**config.mk**
```make
export PLATFORM = sky130hd
export DESIGN_NAME = if_stage_fetch
export DESIGN_NICKNAME = d
export VERILOG_FILES = /design/src/rtl/if_stage_fetch.sv
export SDC_FILE = /design/constraint.sdc
export NUM_CORES = 1
export LEC_CHECK = 0
export CAP_MARGIN = 5
export CORE_ASPECT_RATIO = 0.6
export CORE_MARGIN = 2
export CORE_UTILIZATION = 26
export DETAILED_ROUTE_END_ITERATION = 12
export PLACE_DENSITY = 0.55
export SYNTH_ARGS = -nofsm -noshare
export SYNTH_HDL_FRONTEND = slang
export SYNTH_SLANG_ARGS = --single-unit
```
**constraint.sdc**
```tcl
create_clock -name clk -period 19.1 [get_ports clk]
set_input_delay 3.82 -clock clk [delete_from_list [all_inputs] [get_ports clk]]
set_output_delay 3.82 -clock clk [all_outputs]
set_load 0.05 [all_outputs]
```
**src/rtl/if_stage_fetch.sv**
```systemverilog
// if_stage_fetch
//   Instruction fetch stage. Owns the fetch PC and issues word fetches to a
//   variable-latency, in-order instruction memory. Returned words are buffered
//   in a small fetch queue and presented one per cycle to decode through the
//   IF/ID output register. Decode freezes hold IF/ID. Taken branches flush the
//   queue, kill in-flight responses and redirect the fetch PC.
//
//   Optional build macro IF_FETCH_STATS_EN adds the stat_fetched/stat_bubbles
//   counters and their ports.
//
// Parameters
//   FQ_DEPTH     fetch-queue entries and fetch credit limit (2..4)
//   RESET_PC     fetch PC after reset
// Ports
//   clk          pipeline clock, rising edge
//   rst          asynchronous active-low reset
//   freeze       hazard stall from decode, holds IF/ID and the queue head
//   branch_taken taken-branch pulse from execute
//   branch_addr  branch target, low two bits ignored
//   imem_req     fetch request valid
//   imem_addr    fetch word address (current fetch PC)
//   imem_ready   memory accepts the request this cycle
//   imem_rvalid  in-order response valid
//   imem_rdata   response instruction word
//   valid        IF/ID holds a real instruction
//   instruction  IF/ID instruction, zero for a bubble
//   PC           IF/ID instruction address plus 4
//   stat_fetched valid IF/ID loads (IF_FETCH_STATS_EN only)
//   stat_bubbles bubble IF/ID loads outside freeze (IF_FETCH_STATS_EN only)
module if_stage_fetch #(
  parameter int unsigned FQ_DEPTH = 2,
  parameter logic [31:0] RESET_PC = 32'h0000_0000
) (
  input  logic        clk,
  input  logic        rst,
  input  logic        freeze,
  input  logic        branch_taken,
  input  logic [31:0] branch_addr,
  output logic        imem_req,
  output logic [31:0] imem_addr,
  input  logic        imem_ready,
  input  logic        imem_rvalid,
  input  logic [31:0] imem_rdata,
  output logic        valid,
  output logic [31:0] instruction,
  output logic [31:0] PC
`ifdef IF_FETCH_STATS_EN
  ,
  output logic [31:0] stat_fetched,
  output logic [31:0] stat_bubbles
`endif
);

  localparam int unsigned CW = $clog2(FQ_DEPTH + 1);
  localparam int unsigned PW = (FQ_DEPTH > 1) ? $clog2(FQ_DEPTH) : 1;

  typedef logic [CW-1:0] cnt_t;
  typedef logic [CW:0]   sum_t;
  typedef logic [PW-1:0] ptr_t;

  function automatic ptr_t ptr_inc(input ptr_t p);
    if (p == ptr_t'(FQ_DEPTH - 1)) return '0;
    return p + ptr_t'(1);
  endfunction

  // Fetch / credit state
  logic [31:0] fetch_pc;
  cnt_t        outstanding;
  cnt_t        kill_cnt;
  cnt_t        out_nxt;

  // Fetch queue
  logic [31:0] q_instr [FQ_DEPTH];
  logic [31:0] q_pc4   [FQ_DEPTH];
  ptr_t        q_head;
  ptr_t        q_tail;
  cnt_t        q_count;
  cnt_t        q_count_nxt;

  // Per-cycle control
  logic        issue;
  logic        resp_keep;
  logic        resp_drop;
  logic        q_empty;
  logic        do_pop;
  logic        do_push;
  logic        bypass;
  logic [31:0] resp_pc4;
  sum_t        credit_used;

  // Branch targets are word aligned; the low bits are deliberately discarded.
  logic        unused_addr_lsbs;
  assign unused_addr_lsbs = ^branch_addr[1:0];

  assign credit_used = sum_t'(outstanding) + sum_t'(q_count);
  assign imem_req    = rst & ~branch_taken & (credit_used < sum_t'(FQ_DEPTH));
  assign imem_addr   = fetch_pc;
  assign issue       = imem_req & imem_ready;

  assign resp_keep = imem_rvalid & (kill_cnt == '0);
  assign resp_drop = imem_rvalid & (kill_cnt != '0);
  assign q_empty   = (q_count == '0);

  // Once no kills remain, every outstanding request is a contiguous run ending
  // just below fetch_pc, so the oldest one sits outstanding words back. This
  // replaces a per-request address FIFO.
  assign resp_pc4 = fetch_pc - (32'(outstanding) << 2) + 32'd4;

  // A response arriving at an empty, unfrozen queue goes straight to IF/ID so
  // a latency-1 fetch reaches decode two cycles after the request.
  assign do_pop  = ~branch_taken & ~freeze & ~q_empty;
  assign bypass  = ~branch_taken & ~freeze & q_empty & resp_keep;
  assign do_push = ~branch_taken & resp_keep & ~bypass;

  always_comb begin
    out_nxt = outstanding;
    if (issue)       out_nxt = out_nxt + cnt_t'(1);
    if (imem_rvalid) out_nxt = out_nxt - cnt_t'(1);
  end

  always_comb begin
    q_count_nxt = q_count;
    if (do_push) q_count_nxt = q_count_nxt + cnt_t'(1);
    if (do_pop)  q_count_nxt = q_count_nxt - cnt_t'(1);
  end

  // Fetch PC, outstanding count and kill count
  always_ff @(posedge clk or negedge rst) begin
    if (!rst) begin
      fetch_pc    <= RESET_PC;
      outstanding <= '0;
      kill_cnt    <= '0;
    end else begin
      outstanding <= out_nxt;
      if (branch_taken) begin
        fetch_pc <= {branch_addr[31:2], 2'b00};
        // No request issues in a branch cycle, so out_nxt is exactly the
        // in-flight count left after this cycle's response; all are stale.
        kill_cnt <= out_nxt;
      end else begin
        if (issue)     fetch_pc <= fetch_pc + 32'd4;
        if (resp_drop) kill_cnt <= kill_cnt - cnt_t'(1);
      end
    end
  end

  // Queue pointers and occupancy
  always_ff @(posedge clk or negedge rst) begin
    if (!rst) begin
      q_head  <= '0;
      q_tail  <= '0;
      q_count <= '0;
    end else if (branch_taken) begin
      q_head  <= '0;
      q_tail  <= '0;
      q_count <= '0;
    end else begin
      q_count <= q_count_nxt;
      if (do_push) q_tail <= ptr_inc(q_tail);
      if (do_pop)  q_head <= ptr_inc(q_head);
    end
  end

  // Queue storage needs no reset; occupancy qualifies every read.
  always_ff @(posedge clk) begin
    if (do_push) begin
      q_instr[q_tail] <= imem_rdata;
      q_pc4[q_tail]   <= resp_pc4;
    end
  end

  // IF/ID output register
  always_ff @(posedge clk or negedge rst) begin
    if (!rst) begin
      valid       <= 1'b0;
      instruction <= '0;
      PC          <= '0;
    end else if (branch_taken) begin
      valid       <= 1'b0;
      instruction <= '0;
    end else if (!freeze) begin
      if (!q_empty) begin
        valid       <= 1'b1;
        instruction <= q_instr[q_head];
        PC          <= q_pc4[q_head];
      end else if (resp_keep) begin
        valid       <= 1'b1;
        instruction <= imem_rdata;
        PC          <= resp_pc4;
      end else begin
        valid       <= 1'b0;
        instruction <= '0;
      end
    end
  end

`ifdef IF_FETCH_STATS_EN
  logic load_valid;
  logic load_bubble;

  assign load_valid  = ~branch_taken & ~freeze & (~q_empty | resp_keep);
  assign load_bubble = ~freeze & (branch_taken | (q_empty & ~resp_keep));

  always_ff @(posedge clk or negedge rst) begin
    if (!rst) begin
      stat_fetched <= '0;
      stat_bubbles <= '0;
    end else begin
      if (load_valid)  stat_fetched <= stat_fetched + 32'd1;
      if (load_bubble) stat_bubbles <= stat_bubbles + 32'd1;
    end
  end
`endif

endmodule

```
==> impl_metrics.py, run 1 <==
metrics = {
    "outcome": {
        "outcome": "complete, no violations",
    },
    "grt": {
        "grt_antenna_before_repair": 0,
        "grt_pass1_wl_um": 49500,
        "grt_pass1_vias": 8636,
        "overflow": 0,
        "grt_max_degree": 75,
        "grtUsageTotal_pct": 13.7,
    },
    "cts": {
        "path_clk_slew_ns": 0.06,
        "cts_tree": "yes",
        "cts_buffer_depth": 3,
        "ctsHoldBuffers": 0,
        "cts_buffers": 26,
        "cts_resized": 0,
        "htree_levels": 1,
        "postCtsSetupRepairBufs": 0,
        "clkSinkCount": 225,
        "insertion_delay_ns": 0.55,
        "cts_root_buf": "clkbuf_16",
    },
    "job": {
        "drv_cap": 0,
    },
    "worst_hold_path": {
        "holdPathEnd": "instruction[18]",
        "whs_path_depth": 2,
        "min-delay-start": "instruction[18]",
        "hold_path.class": "reg -> reg",
    },
    "timing": {
        "clock_skew_ns": 0.0121,
        "slew_headroom_pct": 28.8,
        "finalSetupViolCount": 0,
        "whs_ns": 0.478,
        "fmax_mhz": 106,
        "worstMarginPinSlew_ns": 1.07,
        "fin_crit_sh_pct": 49.4,
        "finalSetupTns_ns": 0,
        "hold_violations": 0,
        "slew_violations": 0,
        "rsz0062_at_grt": "false",
        "post-route-min-period_ns": 9.43,
    },
    "die": {
        "initial_core_util_pct": 26.3,
        "die-area_mm2": 0.0456,
        "io_pins": 168,
        "fp-row-count": 59,
        "fp.dieW_um": 274,
        "die_y_um": 166,
        "core_area_mm2": 0.0433,
    },
    "drt": {
        "vias_per_cell": 4.72,
        "ant_nets": 0,
        "drt_wl_total_um": 31000,
        "wl_per_cell_um": 17.3,
        "vias": 8454,
        "drt_first_pass_iters": 5,
        "drtIter0Drc": 518,
        "drc_errors": 0,
    },
    "synth": {
        "synthArstFlopShare_pct": 44.9,
        "yosysTopAreaCell": "edfxtp_1",
        "synth_top_area_share_pct": 32.7,
        "synth_most_common_cell": "edfxtp_1",
        "synth_area_mm2": 0.0114,
        "synth.distinct_cells": 61,
        "ys_top_cells_by_count": "edfxtp_1 (124), nand2_1 (106), dfrtp_1 (101), o21ai_0 (96), a21oi_1 (88)",
        "synth_cells": 1049,
        "ys_ff_latch": 225,
        "synth.avg_cell_area_um2": 10.9,
        "yosys_warnings": 0,
        "synth-edff-count": 124,
        "synthFlopType": "edfxtp_1",
        "synthTopCellsByArea": "edfxtp_1 (33%), dfrtp_1 (22%), ha_1 (6.5%)",
        "seq_area_frac_synth_pct": 54.8,
    },
    "place": {
        "gp_congestion": 0.805,
        "portBuffers": 161,
        "dp_cells": 1741,
        "dp_hpwl_um": 20800,
    },
    "worst_setup_path": {
        "reg2reg_to": "PC[22]",
        "rrSetupSlack_ns": 15.80,
        "path_class": "in -> out",
        "required_ns": 15.28,
        "worst_setup_path_end_kind": "output port",
        "path_max_fanout": 33,
        "setup.worst_path.start_class": "primary input",
        "cp_data_arrival_time_ns": 5.61,
        "reg2reg_depth": 10,
        "timing.rr.start": "imem_addr[3]",
    },
    "cells_and_area": {
        "drive_above_1_share_pct": 6.77,
        "layout.nets": 1321,
        "stdcell_count": 1790,
        "antenna_cells": 0,
        "final_util_pct": 33.6,
        "area_growth_syn_to_layout_pct": 27.8,
        "n_fill_cell": 4349,
    },
    "power": {
        "ir_drop_v": 0.0000819,
        "leakagePower_nw": 5.63,
        "power_density_mw_per_mm2": 156,
    },
}
## cells in the final DEF, fill, tap and decap left out, types with 5 or more instances in the layout
cell | netlist | final
a21oi_1 | 88 | 88
clkdlybuf4s50_1 | 0 | 159
a21o_1 | 16 | 16
nor3b_1 | 6 | 5
nor3_1 | 21 | 20
inv_1 | 44 | 44
o21ai_1 | 6 | 6
nand3_1 | 17 | 17
clkbuf_16 | 0 | 27
mux2i_1 | 65 | 65
edfxtp_1 | 124 | 124
nand4_1 | 14 | 14
clkinv_2 | 0 | 6
o21ai_0 | 96 | 96
a221o_1 | 15 | 15
nor2_1 | 77 | 77
dfrtp_1 | 101 | 100
bufinv_16 | 0 | 5
a31oi_1 | 8 | 8
buf_4 | 8 | 13
and3_1 | 15 | 15
xor2_1 | 11 | 11
xnor2_1 | 30 | 30
nand2_1 | 106 | 106
ha_1 | 59 | 58
o311ai_0 | 7 | 7
## flip-flops by register name (all words and copies together) (netlist names)
name and count:
PC 30, imem_addr 30, instruction 32, kill_cnt 2, outstanding 2, q_count 2, q_head 1, q_instr 64
q_pc4 60, q_tail 1, valid 1
## final cells by class
cell class | count | area, um^2 | area share (%)
tap | 579 | 724 | 4.97
inverter | 44 | 165 | 1.13
clock inverter | 17 | 221 | 1.52
sequential | 225 | 6250 | 42.9
clock buffer | 31 | 731 | 5.02
multi-input combinational | 720 | 4760 | 32.7
timing repair buffer | 174 | 1710 | 11.7
## cell families after synthesis
logic type	synth area share, %
buffers and inverters	3.83
adders and majority gates	6.65
DFF	54.8
and+or+nand+nor	11.5
xor gates and xnor gates	3.15
other	0.0329
AOI/OAI and AO/OA	14.3
muxes	5.71
## critical path, stage by stage
cell and delay [ns]:
buf_4 0.41, nor4b_2 0.44, clkdlybuf4s50_1 0.88
## worst max path at each step
| stage | startpoint | endpoint | cells after the start |
|---|---|---|---|
| after CTS | rst | imem_req | 3 |
| after global routing | rst | imem_req | 3 |
| after floorplan | branch_taken | q_instr[1][0] | 3 |
| after detailed placement | rst | imem_req | 3 |
| after global placement | rst | imem_req | 3 |
| final | rst | imem_req | 3 |
## metal layers
metal  track usage (%)  vias up  share of wire, %
li1                  -     4071                 -
met1              20.1     4182                50
met2              20.6      162                43
met3              3.21       39               5.4
met4              2.34        0               1.6
met5                 0        -                 0
## per-stage QoR
step	cell area, um^2	worst slack (ns)	power [W]
global route	14600	9.57	0.00242
floorplan	11400	9.75	0.00140
finish	14600	9.67	0.00227
global placement	13600	9.66	0.00172
detailed placement	13600	9.64	0.00173
CTS	14600	9.63	0.00230
## where the power goes
group | switching (W) | internal [W] | total, W
sequential | 0.0000658 | 0.000635 | 0.000701
combinational | 0.000664 | 0.000348 | 0.00101
clock | 0.000215 | 0.000340 | 0.000555
Note: power is estimated with default switching activity, not from simulation.
==> run 2, diff against run 1 <==
- PLACE_DENSITY: 0.55 -> 0.57
- clock period: 19.1 -> 8.19 ns (I/O delays scaled with it)
==> run 2 against run 1 <==
Flip-flop and latch count is the same. Die area is the same. Hold slack lost 0.0066 ns. Critical path depth is the same. Sequential share of layout area grew 0.32 points. Final area shrank 0.73%. Non-clock buffer count shrank 3. Clock power grew 120%. Routed wire length shrank 0.41%. Critical endpoint unchanged. Largest cell class unchanged.
==> impl_metrics.py, run 2 (same netlist as run 1, synthesis figures left out) <==
metrics = {
    "outcome": {
        "outcome": "complete, no violations",
    },
    "worst_hold_path": {
        "whs_path_depth": 2,
        "hold_path.class": "reg -> reg",
    },
    "timing": {
        "whs_ns": 0.471,
        "slew_violations": 0,
        "clock_skew_ns": 0.00957,
        "finalSetupTns_ns": 0,
        "hold_violations": 0,
        "fin_crit_sh_pct": 63.8,
        "worstMarginPinSlew_ns": 1.00,
        "finalSetupViolCount": 0,
        "rsz0062_at_grt": "false",
        "fmax_mhz": 191,
        "slew_headroom_pct": 33.0,
        "post-route-min-period_ns": 5.23,
    },
    "cts": {
        "postCtsSetupRepairBufs": 0,
        "cts_tree": "yes",
        "cts_resized": 0,
        "clkSinkCount": 225,
        "htree_levels": 1,
        "path_clk_slew_ns": 0.06,
        "cts_root_buf": "clkbuf_16",
        "ctsHoldBuffers": 0,
        "cts_buffer_depth": 3,
        "insertion_delay_ns": 0.53,
        "cts_buffers": 25,
    },
    "worst_setup_path": {
        "setup.worst_path.start_class": "primary input",
        "cp_data_arrival_time_ns": 3.59,
        "worst_setup_path_end_kind": "output port",
        "reg2reg_depth": 10,
        "path_class": "in -> out",
        "slowest_delay_ns": 0.90,
        "critPathBufInv": 2,
        "slowest_stage": "clkdlybuf4s50_1",
        "path_max_fanout": 48,
        "crit_chain": "buf_4, nor4b_2, clkdlybuf4s50_1",
        "critPathTopFamily": "buffers and inverters",
        "path_depth": 3,
        "required_ns": 6.55,
    },
    "grt": {
        "grt_max_degree": 63,
        "grt_pass1_vias": 8606,
        "overflow": 0,
        "grt_pass1_wl_um": 49600,
        "grtUsageTotal_pct": 13.6,
        "grt_busiest_layer": "met2",
        "grt_use_met1_pct": 19.2,
        "grt_antenna_before_repair": 0,
        "met3_usage_pct": 3.59,
        "use_met2_pct": 21.4,
    },
    "cells_and_area": {
        "antenna_cells": 0,
        "seq_area_mm2": 0.00625,
        "final_cell_mix": "clkdlybuf4s50_1 (159), edfxtp_1 (124), nand2_1 (106)",
        "drive_above_1_share_pct": 5.73,
        "top_register": "q_instr",
        "n_fill_cell": 4360,
        "final_common_cell": "clkdlybuf4s50_1",
        "final_util_pct": 33.4,
        "layout.nets": 1317,
        "top_regs": "q_instr (64), q_pc4 (60), instruction (32)",
        "largest_reg_flops": 64,
        "area_growth_syn_to_layout_pct": 26.8,
        "multi_input_area_mm2": 0.00476,
    },
    "drt": {
        "drt_first_pass_iters": 5,
        "drc_errors": 0,
        "vias_per_cell": 4.76,
        "ant_nets": 0,
        "vias": 8488,
        "drtIter0Drc": 624,
        "wl_per_cell_um": 17.3,
        "drt_wl_total_um": 30900,
    },
    "die": {
        "fp-row-count": 59,
        "die_y_um": 166,
        "fp.dieW_um": 274,
        "initial_core_util_pct": 26.3,
        "die-area_mm2": 0.0456,
        "io_pins": 168,
        "core_area_mm2": 0.0433,
    },
    "power": {
        "power_density_mw_per_mm2": 360,
        "ir_drop_v": 0.000163,
        "leakagePower_nw": 5.56,
    },
    "place": {
        "portBuffers": 161,
        "dp_hpwl_um": 20400,
        "gp_congestion": 0.846,
    },
    "job": {
        "drv_cap": 0,
    },
}
## run 2: worst reg2reg max path, cell delays in order (launching register included)
cell	delay, ns
dfrtp_1	0.46
ha_1	0.33
ha_1	0.31
nor2b_1	0.21
o21ai_1	0.18
a31o_2	0.31
a21oi_2	0.26
nor2_1	0.13
o31ai_1	0.39
xor2_1	0.21
a221o_1	0.37
## run 2: worst paths after layout
path | startpoint | to | slack, ns
min in group asynchronous | rst | imem_addr[4] | 1.15
max in group asynchronous | rst | q_head | 5.66
max | rst | imem_req | 2.96
min reg2reg | valid | valid | 0.47
max reg2reg | imem_addr[3] | PC[22] | 4.92
min | valid | valid | 0.47
## run 2: power by group
group          internal (W)  leakage [nW]  total (W)  switching [W]
combinational      0.000810          2.73    0.00235        0.00154
clock              0.000746         0.420    0.00121       0.000468
sequential          0.00148          2.41    0.00164       0.000159
total               0.00304          5.56    0.00521        0.00217
## run 2: metrics by stage
step	instance area, um^2	power (W)	std cells	setup WS, ns
global placement	13600	0.00401	1738	2.86
floorplan	11400	0.00327	1052	1.02
CTS	14500	0.00528	1783	2.86
finish	14500	0.00521	1784	2.96
global route	14500	0.00557	1784	2.77
detailed placement	13600	0.00403	1738	2.86
## run 2: cell type report
class | instances | area share (%)
multi-input combinational | 720 | 32.9
timing repair buffer | 171 | 11.6
tap | 579 | 5.01
clock buffer | 35 | 4.79
sequential | 225 | 43.3
inverter | 44 | 1.14
clock inverter | 10 | 1.24
## run 2: layer usage
layer	wire (um)	up-vias	part of all wire, %
met2	13800	197	45
met4	372	0	1.2
li1	-	4076	-
met1	14800	4183	48
met5	0	-	0
met3	1940	32	6.3
==> run 3, diff against run 2 <==
- PLACE_DENSITY: 0.57 -> 0.55
- clock period: 8.19 -> 5.1 ns (I/O delays scaled with it)
==> run 3 against run 2 <==
Flip-flop and latch count did not move. Critical endpoint unchanged. Combinational power rose by 63%. Global-route usage rose by 0.17 points. First-iteration DRC count fell by 25%. Routed wire length rose by 1.7%. Worst setup slack got worse by 2.0 ns. Register-to-register slack got worse by 3.1 ns.
==> impl_metrics.py, run 3 (same netlist as run 1, synthesis figures left out) <==
metrics = {
    "worst_setup_path": {
        "slowest_delay_ns": 0.91,
        "path_class": "reg -> out",
        "slowest_stage": "clkdlybuf4s50_1",
        "worst_setup_path_end_kind": "output port",
        "required_ns": 4.08,
        "setup.worst_path.start_class": "flop",
        "path_max_fanout": 5,
        "crit_chain": "and2_1, fa_1, nor4b_2, clkdlybuf4s50_1",
        "cp_data_arrival_time_ns": 3.09,
    },
    "power": {
        "p_sw_share_pct": 43.1,
        "seqPwrFrac_pct": 32.3,
        "pwr-share-clk_pct": 20.8,
        "leakagePower_nw": 5.52,
        "p_int_w": 0.00465,
        "power_density_mw_per_mm2": 568,
        "p_comb_share_pct": 46.9,
        "ir_drop_v": 0.000237,
        "total_power_w": 0.00817,
        "p_sw_w": 0.00352,
    },
    "die": {
        "io_pins": 168,
        "die-area_mm2": 0.0456,
        "fp.dieW_um": 274,
        "die_y_um": 166,
        "core_area_mm2": 0.0433,
        "fp-row-count": 59,
        "initial_core_util_pct": 26.3,
    },
    "outcome": {
        "outcome": "complete, no violations",
    },
    "grt": {
        "grt_pass1_vias": 8356,
        "grtUsageTotal_pct": 13.8,
        "grt_max_degree": 102,
        "grt_pass1_wl_um": 49600,
        "overflow": 0,
        "grt_antenna_before_repair": 0,
    },
    "cts": {
        "ctsHoldBuffers": 0,
        "htree_levels": 1,
        "cts_buffers": 25,
        "insertion_delay_ns": 0.53,
        "postCtsSetupRepairBufs": 0,
        "cts_root_buf": "clkbuf_16",
        "cts_buffer_depth": 3,
        "clkSinkCount": 225,
        "cts_tree": "yes",
        "path_clk_slew_ns": 0.06,
        "cts_resized": 0,
    },
    "cells_and_area": {
        "area_growth_syn_to_layout_pct": 26.0,
        "final_util_pct": 33.2,
        "top_register": "q_instr",
        "final_common_cell": "clkdlybuf4s50_1",
        "largest_reg_flops": 64,
        "drive_above_1_share_pct": 5.31,
        "n_fill_cell": 4374,
        "antenna_cells": 0,
        "final_cell_mix": "clkdlybuf4s50_1 (159), edfxtp_1 (124), nand2_1 (106)",
        "top_regs": "q_instr (64), q_pc4 (60), instruction (32)",
        "layout.nets": 1317,
    },
    "timing": {
        "fin_crit_sh_pct": 80.6,
        "finalSetupViolCount": 0,
        "clock_skew_ns": 0.0188,
        "fin_ws_ns": 0.988,
        "worstMarginPinSlew_ns": 1.08,
        "whs_ns": 0.478,
        "hold_violations": 0,
        "slew_headroom_pct": 28.0,
        "fmax_mhz": 243,
        "rsz0062_at_grt": "false",
        "post-route-min-period_ns": 4.11,
        "finalSetupTns_ns": 0,
        "slew_violations": 0,
    },
    "drt": {
        "ant_nets": 0,
        "drtIter0Drc": 467,
        "vias": 8387,
        "drc_errors": 0,
        "vias_per_cell": 4.70,
        "wl_per_cell_um": 17.6,
        "drt_first_pass_iters": 5,
        "drt_wl_total_um": 31400,
    },
    "job": {
        "drv_cap": 0,
    },
    "place": {
        "dp_hpwl_um": 20700,
        "gp_congestion": 0.817,
        "portBuffers": 161,
        "pre_cts_ws_ns": 1.38,
    },
    "worst_hold_path": {
        "hold_path.class": "reg -> reg",
    },
}
==> run 3: changes by cell type in the layout (fill, tap and decap cells not counted), moves of 2 or more <==
cell,previous run,this run
buf_12,0,2
buf_4,11,9
bufinv_16,5,1
clkbuf_1,7,9
clkbuf_8,3,1
clkinv_1,2,5
clkinv_2,1,3
==> run 3: worst paths after layout <==
kind	from	end	slack [ns]	cells after the start
max in group asynchronous	rst	q_head	3.90	2
min	instruction[0]	instruction[0]	0.48	2
max reg2reg	imem_addr[3]	PC[22]	1.79	10
min in group asynchronous	rst	instruction[29]	0.69	2
min reg2reg	instruction[0]	instruction[0]	0.48	2
max	outstanding[0]	imem_req	0.99	4
==> run 3: worst max-delay path: cells and delay by family (launching register included) <==
family / cells / cell delay, ns
DFF: 1 / 0.45
buffers and inverters: 1 / 0.91
and+or+nand+nor: 2 / 0.75
adders and majority gates: 1 / 0.45
==> run 3: stage by stage <==
stage | instances | area (um^2)
6_report | 1784 | 14400
3_3_place_gp | 1739 | 13600
5_1_grt | 1784 | 14400
4_1_cts | 1784 | 14400
2_1_floorplan | 1052 | 11400
3_5_place_dp | 1739 | 13600
==> run 3: routing by layer <==
metal | GRT usage (%) | vias up | share of wire [%]
met1 | 20.6 | 4091 | 50
met4 | 2.74 | 0 | 1.9
li1 | - | 4080 | -
met2 | 20.2 | 177 | 42
met5 | 0 | - | 0
met3 | 3.24 | 39 | 5.5
==> run 3: cell type report <==
cell class	count	area, um^2	share of cell area (%)
clock inverter	10	72.6	0.505
tap	579	724	5.04
sequential	225	6250	43.5
multi-input combinational	720	4780	33.2
inverter	44	165	1.15
timing repair buffer	171	1700	11.9
clock buffer	35	673	4.68
==> run 3: power groups by stage <==
stage | combinational, W | clock [W] | sequential (W)
finish | 0.00383 | 0.00170 | 0.00264
global route | 0.00418 | 0.00184 | 0.00269
CTS | 0.00388 | 0.00177 | 0.00265
detailed placement | 0.00386 | 0 | 0.00268
global placement | 0.00382 | 0 | 0.00268
floorplan | 0.00194 | 0 | 0.00331
